## config.mk

```make
export PLATFORM = sky130hd
export DESIGN_NAME = avmm_csr_target_flat
export DESIGN_NICKNAME = d
export VERILOG_FILES = /design/src/rtl/avmm_csr_if.sv /design/src/rtl/avmm_csr_target.sv /design/src/flat_wrapper.sv
export SDC_FILE = /design/constraint.sdc
export NUM_CORES = 1
export LEC_CHECK = 0
export CAP_MARGIN = 20
export CORE_ASPECT_RATIO = 1.4
export CORE_UTILIZATION = 49
export DETAILED_ROUTE_END_ITERATION = 8
export HOLD_SLACK_MARGIN = 0.15
export PLACE_DENSITY = 0.72
export SYNTH_ARGS = -nofsm -noshare
export SYNTH_HDL_FRONTEND = slang
export SYNTH_SLANG_ARGS = --single-unit
```

## constraint.sdc

```tcl
create_clock -name clk -period 3 [get_ports clk]
set_input_delay 0.75 -clock clk [delete_from_list [all_inputs] [get_ports clk]]
set_output_delay 0.75 -clock clk [all_outputs]
set_load 0.01 [all_outputs]
```

## src/rtl/avmm_csr_if.sv

```systemverilog
// Avalon-MM command/response bundle between a CSR master and the target bank.
interface avmm_csr_if;
  logic [31:0] avmm_addr;
  logic        avmm_read;
  logic        avmm_write;
  logic [31:0] avmm_wdata;
  logic [3:0]  avmm_byteen;
  logic        avmm_waitrq;
  logic        avmm_rdvalid;
  logic        avmm_wrvalid;
  logic [1:0]  avmm_response;
  logic [31:0] avmm_rdata;

  modport master (
    output avmm_addr, avmm_read, avmm_write, avmm_wdata, avmm_byteen,
    input  avmm_waitrq, avmm_rdvalid, avmm_wrvalid, avmm_response, avmm_rdata
  );

  modport slave (
    input  avmm_addr, avmm_read, avmm_write, avmm_wdata, avmm_byteen,
    output avmm_waitrq, avmm_rdvalid, avmm_wrvalid, avmm_response, avmm_rdata
  );
endinterface

```

## src/rtl/avmm_csr_target.sv

```systemverilog
// Parametrised AVMM CSR target: register bank with wait-state and read-latency
// insertion, byte-enable merging, read-only / write-1-clear masks and response codes.
module avmm_csr_target #(
  parameter int                     NUM_REGS    = 16,
  parameter int                     ADDR_W      = 16,
  parameter int                     WAIT_CYCLES = 0,
  parameter int                     RD_LATENCY  = 1,
  parameter logic [NUM_REGS-1:0]    RO_MASK     = '0,
  parameter logic [NUM_REGS-1:0]    W1C_MASK    = '0,
  parameter logic [31:0]            BAD_DATA    = 32'h0BAD_0ADD
) (
  input  logic        clk,
  input  logic        rst_n,
  avmm_csr_if.slave   bus,
  output logic [15:0] err_count
);

  localparam int IDX_W = (NUM_REGS > 1) ? $clog2(NUM_REGS) : 1;
  localparam logic [1:0] RSP_OKAY   = 2'b00;
  localparam logic [1:0] RSP_SLVERR = 2'b10;
  localparam logic [1:0] RSP_DECERR = 2'b11;

  typedef enum logic [1:0] {IDLE, STALL, BUSY} state_t;

  state_t            state, state_nxt;
  logic [3:0]        wcnt, wcnt_nxt;
  logic [2:0]        lcnt;
  logic              busy_wr;
  logic              cmd, accept, waitrq;

  logic [31:0]       regs [NUM_REGS];

  logic [31:0]       widx;
  logic [IDX_W-1:0]  idx;
  logic              dec_err, be_err;
  logic [1:0]        rsp_now;
  logic [31:0]       rdat_now;

  logic [1:0]        rsp_p0;
  logic [31:0]       rdat_p0;

  logic              rd_done, wr_done;
  logic [1:0]        done_rsp;
  logic [31:0]       done_rdat;

  logic              rdvalid_p1, wrvalid_p1;
  logic [1:0]        response_p1;
  logic [31:0]       rdata_p1;

  function automatic logic [31:0] merge_bytes(input logic [31:0] cur,
                                              input logic [31:0] wd,
                                              input logic [3:0]  be,
                                              input logic        w1c);
    logic [31:0] res;
    res = cur;
    for (int b = 0; b < 4; b++) begin
      if (be[b]) begin
        res[8*b +: 8] = w1c ? (cur[8*b +: 8] & ~wd[8*b +: 8]) : wd[8*b +: 8];
      end
    end
    return res;
  endfunction

  function automatic logic [15:0] sat_inc(input logic [15:0] v);
    return (v == 16'hFFFF) ? v : v + 16'd1;
  endfunction

  assign cmd = bus.avmm_read | bus.avmm_write;

  // Address decode and response classification of the presented command
  assign widx     = 32'(bus.avmm_addr[ADDR_W-1:2]);
  assign idx      = widx[IDX_W-1:0];
  assign dec_err  = ((bus.avmm_addr >> ADDR_W) != 32'd0) ||
                    (widx >= 32'(NUM_REGS)) ||
                    (bus.avmm_addr[1:0] != 2'b00);
  assign be_err   = (bus.avmm_byteen == 4'b0000);
  assign rsp_now  = dec_err ? RSP_DECERR : (be_err ? RSP_SLVERR : RSP_OKAY);
  assign rdat_now = dec_err ? BAD_DATA : (be_err ? 32'd0 : regs[idx]);

  // Next-state, acceptance and waitrequest
  always_comb begin
    state_nxt = state;
    wcnt_nxt  = wcnt;
    accept    = 1'b0;
    case (state)
      IDLE: begin
        if (cmd) begin
          if (WAIT_CYCLES == 0) begin
            accept    = 1'b1;
            state_nxt = BUSY;
          end else begin
            state_nxt = STALL;
            wcnt_nxt  = 4'd1;
          end
        end
      end
      STALL: begin
        if (!cmd) begin
          state_nxt = IDLE;
          wcnt_nxt  = 4'd0;
        end else if (wcnt == 4'(WAIT_CYCLES)) begin
          accept    = 1'b1;
          state_nxt = BUSY;
          wcnt_nxt  = 4'd0;
        end else begin
          wcnt_nxt  = wcnt + 4'd1;
        end
      end
      BUSY: begin
        if (busy_wr || (lcnt == 3'(RD_LATENCY))) begin
          state_nxt = IDLE;
        end
      end
      default: state_nxt = IDLE;
    endcase
    waitrq = (state == BUSY) ? 1'b1 : (cmd & ~accept);
  end

  // FSM state, wait counter and busy-phase counter
  always_ff @(posedge clk or negedge rst_n) begin
    if (!rst_n) begin
      state   <= IDLE;
      wcnt    <= 4'd0;
      lcnt    <= 3'd0;
      busy_wr <= 1'b0;
    end else begin
      state <= state_nxt;
      wcnt  <= wcnt_nxt;
      if (accept) begin
        busy_wr <= bus.avmm_write;
        lcnt    <= 3'd1;
      end else if (state == BUSY) begin
        lcnt <= lcnt + 3'd1;
      end
    end
  end

  // Stage p0: read data and response captured at accept, immune to later writes
  always_ff @(posedge clk) begin
    if (accept) begin
      rsp_p0  <= rsp_now;
      rdat_p0 <= rdat_now;
    end
  end

  // A write wins over a simultaneous read; reads complete RD_LATENCY cycles after accept
  assign wr_done   = accept & bus.avmm_write;
  assign rd_done   = ((RD_LATENCY == 1) && accept && !bus.avmm_write) ||
                     ((state == BUSY) && !busy_wr && (lcnt == 3'(RD_LATENCY - 1)));
  assign done_rsp  = accept ? rsp_now  : rsp_p0;
  assign done_rdat = accept ? rdat_now : rdat_p0;

  // Stage p1: completion pulses, response, held read data and error counter
  always_ff @(posedge clk or negedge rst_n) begin
    if (!rst_n) begin
      rdvalid_p1  <= 1'b0;
      wrvalid_p1  <= 1'b0;
      response_p1 <= 2'b00;
      rdata_p1    <= 32'd0;
      err_count   <= 16'd0;
    end else begin
      rdvalid_p1 <= rd_done;
      wrvalid_p1 <= wr_done;
      if (rd_done || wr_done) begin
        response_p1 <= done_rsp;
        if (done_rsp != RSP_OKAY) begin
          err_count <= sat_inc(err_count);
        end
      end
      if (rd_done) begin
        rdata_p1 <= done_rdat;
      end
    end
  end

  // Register bank: byte-merged update on an accepted, error-free, writable write
  always_ff @(posedge clk or negedge rst_n) begin
    if (!rst_n) begin
      for (int i = 0; i < NUM_REGS; i++) begin
        regs[i] <= 32'(i);
      end
    end else if (wr_done && (rsp_now == RSP_OKAY) && !RO_MASK[idx]) begin
      regs[idx] <= merge_bytes(regs[idx], bus.avmm_wdata, bus.avmm_byteen, W1C_MASK[idx]);
    end
  end

  assign bus.avmm_waitrq   = waitrq;
  assign bus.avmm_rdvalid  = rdvalid_p1;
  assign bus.avmm_wrvalid  = wrvalid_p1;
  assign bus.avmm_response = response_p1;
  assign bus.avmm_rdata    = rdata_p1;

endmodule

```

## src/flat_wrapper.sv

```systemverilog
// flat-port wrapper written by rule: the top's interface ports become plain ports
module avmm_csr_target_flat 
#(
  parameter int                     NUM_REGS    = 16,
  parameter int                     ADDR_W      = 16,
  parameter int                     WAIT_CYCLES = 0,
  parameter int                     RD_LATENCY  = 1,
  parameter logic [NUM_REGS-1:0]    RO_MASK     = '0,
  parameter logic [NUM_REGS-1:0]    W1C_MASK    = '0,
  parameter logic [31:0]            BAD_DATA    = 32'h0BAD_0ADD
)
  (clk, rst_n, err_count, bus_avmm_addr, bus_avmm_read, bus_avmm_write, bus_avmm_wdata, bus_avmm_byteen, bus_avmm_waitrq, bus_avmm_rdvalid, bus_avmm_wrvalid, bus_avmm_response, bus_avmm_rdata);
  avmm_csr_if bus_i ();
  input  logic clk;
  input  logic rst_n;
  output logic [15:0] err_count;
  input wire logic [$bits(bus_i.avmm_addr)-1:0] bus_avmm_addr;
  input wire logic [$bits(bus_i.avmm_read)-1:0] bus_avmm_read;
  input wire logic [$bits(bus_i.avmm_write)-1:0] bus_avmm_write;
  input wire logic [$bits(bus_i.avmm_wdata)-1:0] bus_avmm_wdata;
  input wire logic [$bits(bus_i.avmm_byteen)-1:0] bus_avmm_byteen;
  output wire logic [$bits(bus_i.avmm_waitrq)-1:0] bus_avmm_waitrq;
  output wire logic [$bits(bus_i.avmm_rdvalid)-1:0] bus_avmm_rdvalid;
  output wire logic [$bits(bus_i.avmm_wrvalid)-1:0] bus_avmm_wrvalid;
  output wire logic [$bits(bus_i.avmm_response)-1:0] bus_avmm_response;
  output wire logic [$bits(bus_i.avmm_rdata)-1:0] bus_avmm_rdata;
  assign bus_i.avmm_addr = bus_avmm_addr;
  assign bus_i.avmm_read = bus_avmm_read;
  assign bus_i.avmm_write = bus_avmm_write;
  assign bus_i.avmm_wdata = bus_avmm_wdata;
  assign bus_i.avmm_byteen = bus_avmm_byteen;
  assign bus_avmm_waitrq = bus_i.avmm_waitrq;
  assign bus_avmm_rdvalid = bus_i.avmm_rdvalid;
  assign bus_avmm_wrvalid = bus_i.avmm_wrvalid;
  assign bus_avmm_response = bus_i.avmm_response;
  assign bus_avmm_rdata = bus_i.avmm_rdata;
  avmm_csr_target #(.NUM_REGS(NUM_REGS), .ADDR_W(ADDR_W), .WAIT_CYCLES(WAIT_CYCLES), .RD_LATENCY(RD_LATENCY), .RO_MASK(RO_MASK), .W1C_MASK(W1C_MASK), .BAD_DATA(BAD_DATA)) u_core (.clk(clk), .rst_n(rst_n), .bus(bus_i), .err_count(err_count));
endmodule
```

==> impl_metrics.ini <==
[outcome]
outcome = complete, no violations

[place]
post-place-ws_ps = -281
port_buffers = 124
gp_congestion = 0.838
post_dp_cell_area_um2 = 30700
dp_cells = 3202
dp_hpwl_um = 50100

[timing]
tightest_slew_ps = 780
setup_viol = 0
fmax_mhz = 369
rsz0062_at_grt = false
finalHoldViolations = 0
final.min_clock_period_ps = 2710
fin_skew_ps = 22.8
timing.final.crit_share = 0.903
drv_slew = 0
setup_slack_ps = 290
slew-limit-headroom = 0.480

[synthesis]
syn_area_per_cell_um2 = 11.3
synth_top_family_by_area = multiplexers
synth-compound-area-share = 0.113
ys_warn_count = 0
yosys.area_share.simple = 0.0976
ys_seq_area_frac = 0.559
ys_top_cells_by_count = dfrtp_1, nor2_1, a21oi_1
synth_nets = 2439
synthCells = 2363
yosysMostFrequentCell = dfrtp_1
ys_top_cells_by_area = dfrtp_1, mux4_2, a21oi_1, nor2_1, mux2i_1
synthesis.area_um2 = 26700
ys.flop_type = dfrtp_1
async_flop_share = 0.944
synth.area.mux_share = 0.170
synth_seq_cells = 603
synth_cell_types = 51
synth_largest_area_cell = dfrtp_1
synth_edf_count = 0
synthXorXnorAreaFrac = 0.00491
yosysTopAreaCellShare = 0.503
synth_fa_ha_area_frac = 0.00187

[route]
totalWireLength_um = 79400
vias_per_cell = 6.15
dr.pass1.iters = 6
vias = 20400
ant_nets = 0
wire_per_inst_um = 24.0
drt-initial-drc-count = 2014
drcViolationCount = 0

[cells_and_area]
nets = 2621
fin_cells = 3308
syn_to_final_growth_pct = 22.2
multiInputGateArea_um2 = 10500
finalInstanceArea_um2 = 32700
seqCellArea_um2 = 15000
fillers = 4111
drive_gt1_frac = 0.201

[critical_path]
reg2reg_slack_ps = 510
critical_path.cell_chain = clkdlybuf4s50_1 > nor4_1 > buf_4 > nand4_2 > or3_4 > nor4b_4 > buf_4 > buf_12 > mux2i_1
crit_required_ps = 3520
start_kind = input port
path_max_fanout = 12
end_kind = flop
cpMostUsedCell = buf_4
slowest_stage = or3_4
worst_path_largest_cell_delay_ps = 440
critPathKind = input port to flop
arrival_ps = 3230

[clock_network]
cts_buffers = 55
ctsResizeCount = 0
postCtsSetupRepairBufs = 0
cts_tree = yes
htreeDepth = 2
cts-root-buf = clkbuf_16
cts.sinks = 603
insertion_delay_ps = 610
clkTransAtPathRegs_ps = 70
holdBufCountCts = 0
clockBufferDepth = 3

[grt]
grt_util_all_layers = 0.293
overflow = 0
grt_max_degree = 82
grt_pass1_wl_um = 123000
antenna_found_initial = 2
grt_pass1_vias = 21400

[power]
p_per_area_nw_per_um2 = 574
p_leak_nw = 15.7
power_frac_clock = 0.398
power_switching_mw = 4.77
p_sw_frac = 0.254
combPwrFrac = 0.139
ir_worst_vdd_uv = 465
pwr-share-seq = 0.462
p_int_mw = 14.0

[worst_hold_path]
min_path_type = input port to asynchronous set/reset pin

[die]
coreArea_um2 = 53600
start_util = 0.499
die_area_um2 = 55500
io_pins = 125
die_w_um = 199
dieHeight_um = 278
rows = 100

[job]
cap_viol_max_count = 0
-- flip-flops by register name, indices dropped and copies added, names as in the netlist --
register / cells
u_core.regs: 512
u_core.bus.avmm_rdata: 32
u_core.rdat_p0: 32
u_core.err_count: 16
u_core.lcnt: 3
u_core.bus.avmm_response: 2
u_core.rsp_p0: 2
u_core.bus.avmm_rdvalid: 1
u_core.bus.avmm_wrvalid: 1
u_core.busy_wr: 1
u_core.state: 1
-- cell usage in the layout (no fill, tap or decap), types with 4 or more instances in the layout --
| cell type | instances |
|---|---|
| ha_1 | 4 |
| nand3_1 | 9 |
| mux2_2 | 34 |
| a22o_1 | 64 |
| xnor2_1 | 8 |
| xor2_1 | 7 |
| inv_1 | 130 |
| nor2_1 | 424 |
| o21ai_0 | 16 |
| a21oi_1 | 386 |
| dfstp_2 | 32 |
| nor3_4 | 6 |
| clkbuf_16 | 56 |
| buf_4 | 112 |
| o211ai_1 | 16 |
| mux4_2 | 128 |
| o21a_1 | 32 |
| bufinv_16 | 5 |
| mux2i_1 | 128 |
| nor3_1 | 4 |
| dfxtp_1 | 34 |
| nand2_1 | 83 |
| clkdlybuf4s50_1 | 121 |
| dfrtp_1 | 537 |
| and3_1 | 11 |
| nand4_1 | 12 |
| buf_12 | 88 |
| clkbuf_8 | 19 |
| clkbuf_1 | 12 |
| clkinv_2 | 7 |
| nor4_4 | 12 |
| nor4_1 | 11 |
-- metrics by stage --
stage          hold slack (ps)  utilization  power, mW  TNS, ps
6_report                   181        0.610       18.8        0
5_1_grt                    216        0.610       19.3        0
4_1_cts                    216        0.610       18.8        0
3_5_place_dp               459        0.574       11.4   -53400
3_3_place_gp               442        0.574       11.3   -46410
2_1_floorplan              425            -       10.0        0
-- worst max-delay path: cells and delay by family --
| kind | cells | cell delay, ps |
|---|---|---|
| buffers and inverters | 4 | 980 |
| muxes | 1 | 210 |
| and+or+nand+nor | 4 | 1270 |
-- final timing paths --
check / start / to / cells past startpoint
setup / recovery: bus_avmm_addr[17] / u_core.regs[120]$_DFFE_PN0P_ / 9
setup reg to reg: u_core.state[1]$_DFFE_PN0P_ / u_core.regs[120]$_DFFE_PN0P_ / 7
hold reg to reg: u_core.regs[66]$_DFFE_PN1P_ / u_core.regs[66]$_DFFE_PN1P_ / 2
max in group asynchronous: rst_n / u_core.regs[66]$_DFFE_PN1P_ / 2
min in group clk: u_core.regs[66]$_DFFE_PN1P_ / u_core.regs[66]$_DFFE_PN1P_ / 2
hold / removal: rst_n / u_core.bus.avmm_rdata[22]$_DFFE_PN0P_ / 1
-- power groups by stage --
stage / clock, mW / sequential (mW) / combinational, mW
2_1_floorplan: 0 / 8.85 / 1.16
3_3_place_gp: 0 / 8.81 / 2.53
3_5_place_dp: 0 / 8.82 / 2.61
4_1_cts: 7.53 / 8.67 / 2.62
5_1_grt: 7.83 / 8.71 / 2.81
6_report: 7.48 / 8.67 / 2.62
-- routing by layer --
metal	track usage	share of wire	routed length, µm	up-vias
met5	0	0.00019	15	-
met4	0.141	0.048	3810	2
met3	0.0727	0.10	8010	256
met2	0.483	0.49	39100	1167
met1	0.358	0.36	28400	10400
li1	-	-	-	8550
-- kinds of logic after synthesis --
kind of cell | count (synthesis)
and+or+nand+nor | 598
AOI/OAI and AO/OA | 524
buffers and inverters | 329
xor gates and xnor gates | 15
DFF | 603
adders and majority gates | 4
muxes | 290
-- cell type report --
type	instances	area share
antenna	2	0.000153
clock inverter	18	0.00747
sequential	603	0.458
timing repair buffer	324	0.118
multi-input combinational	1431	0.322
clock buffer	86	0.0519
tap	714	0.0273
inverter	130	0.0149
No activity file was read; power rests on OpenSTA's default activity.
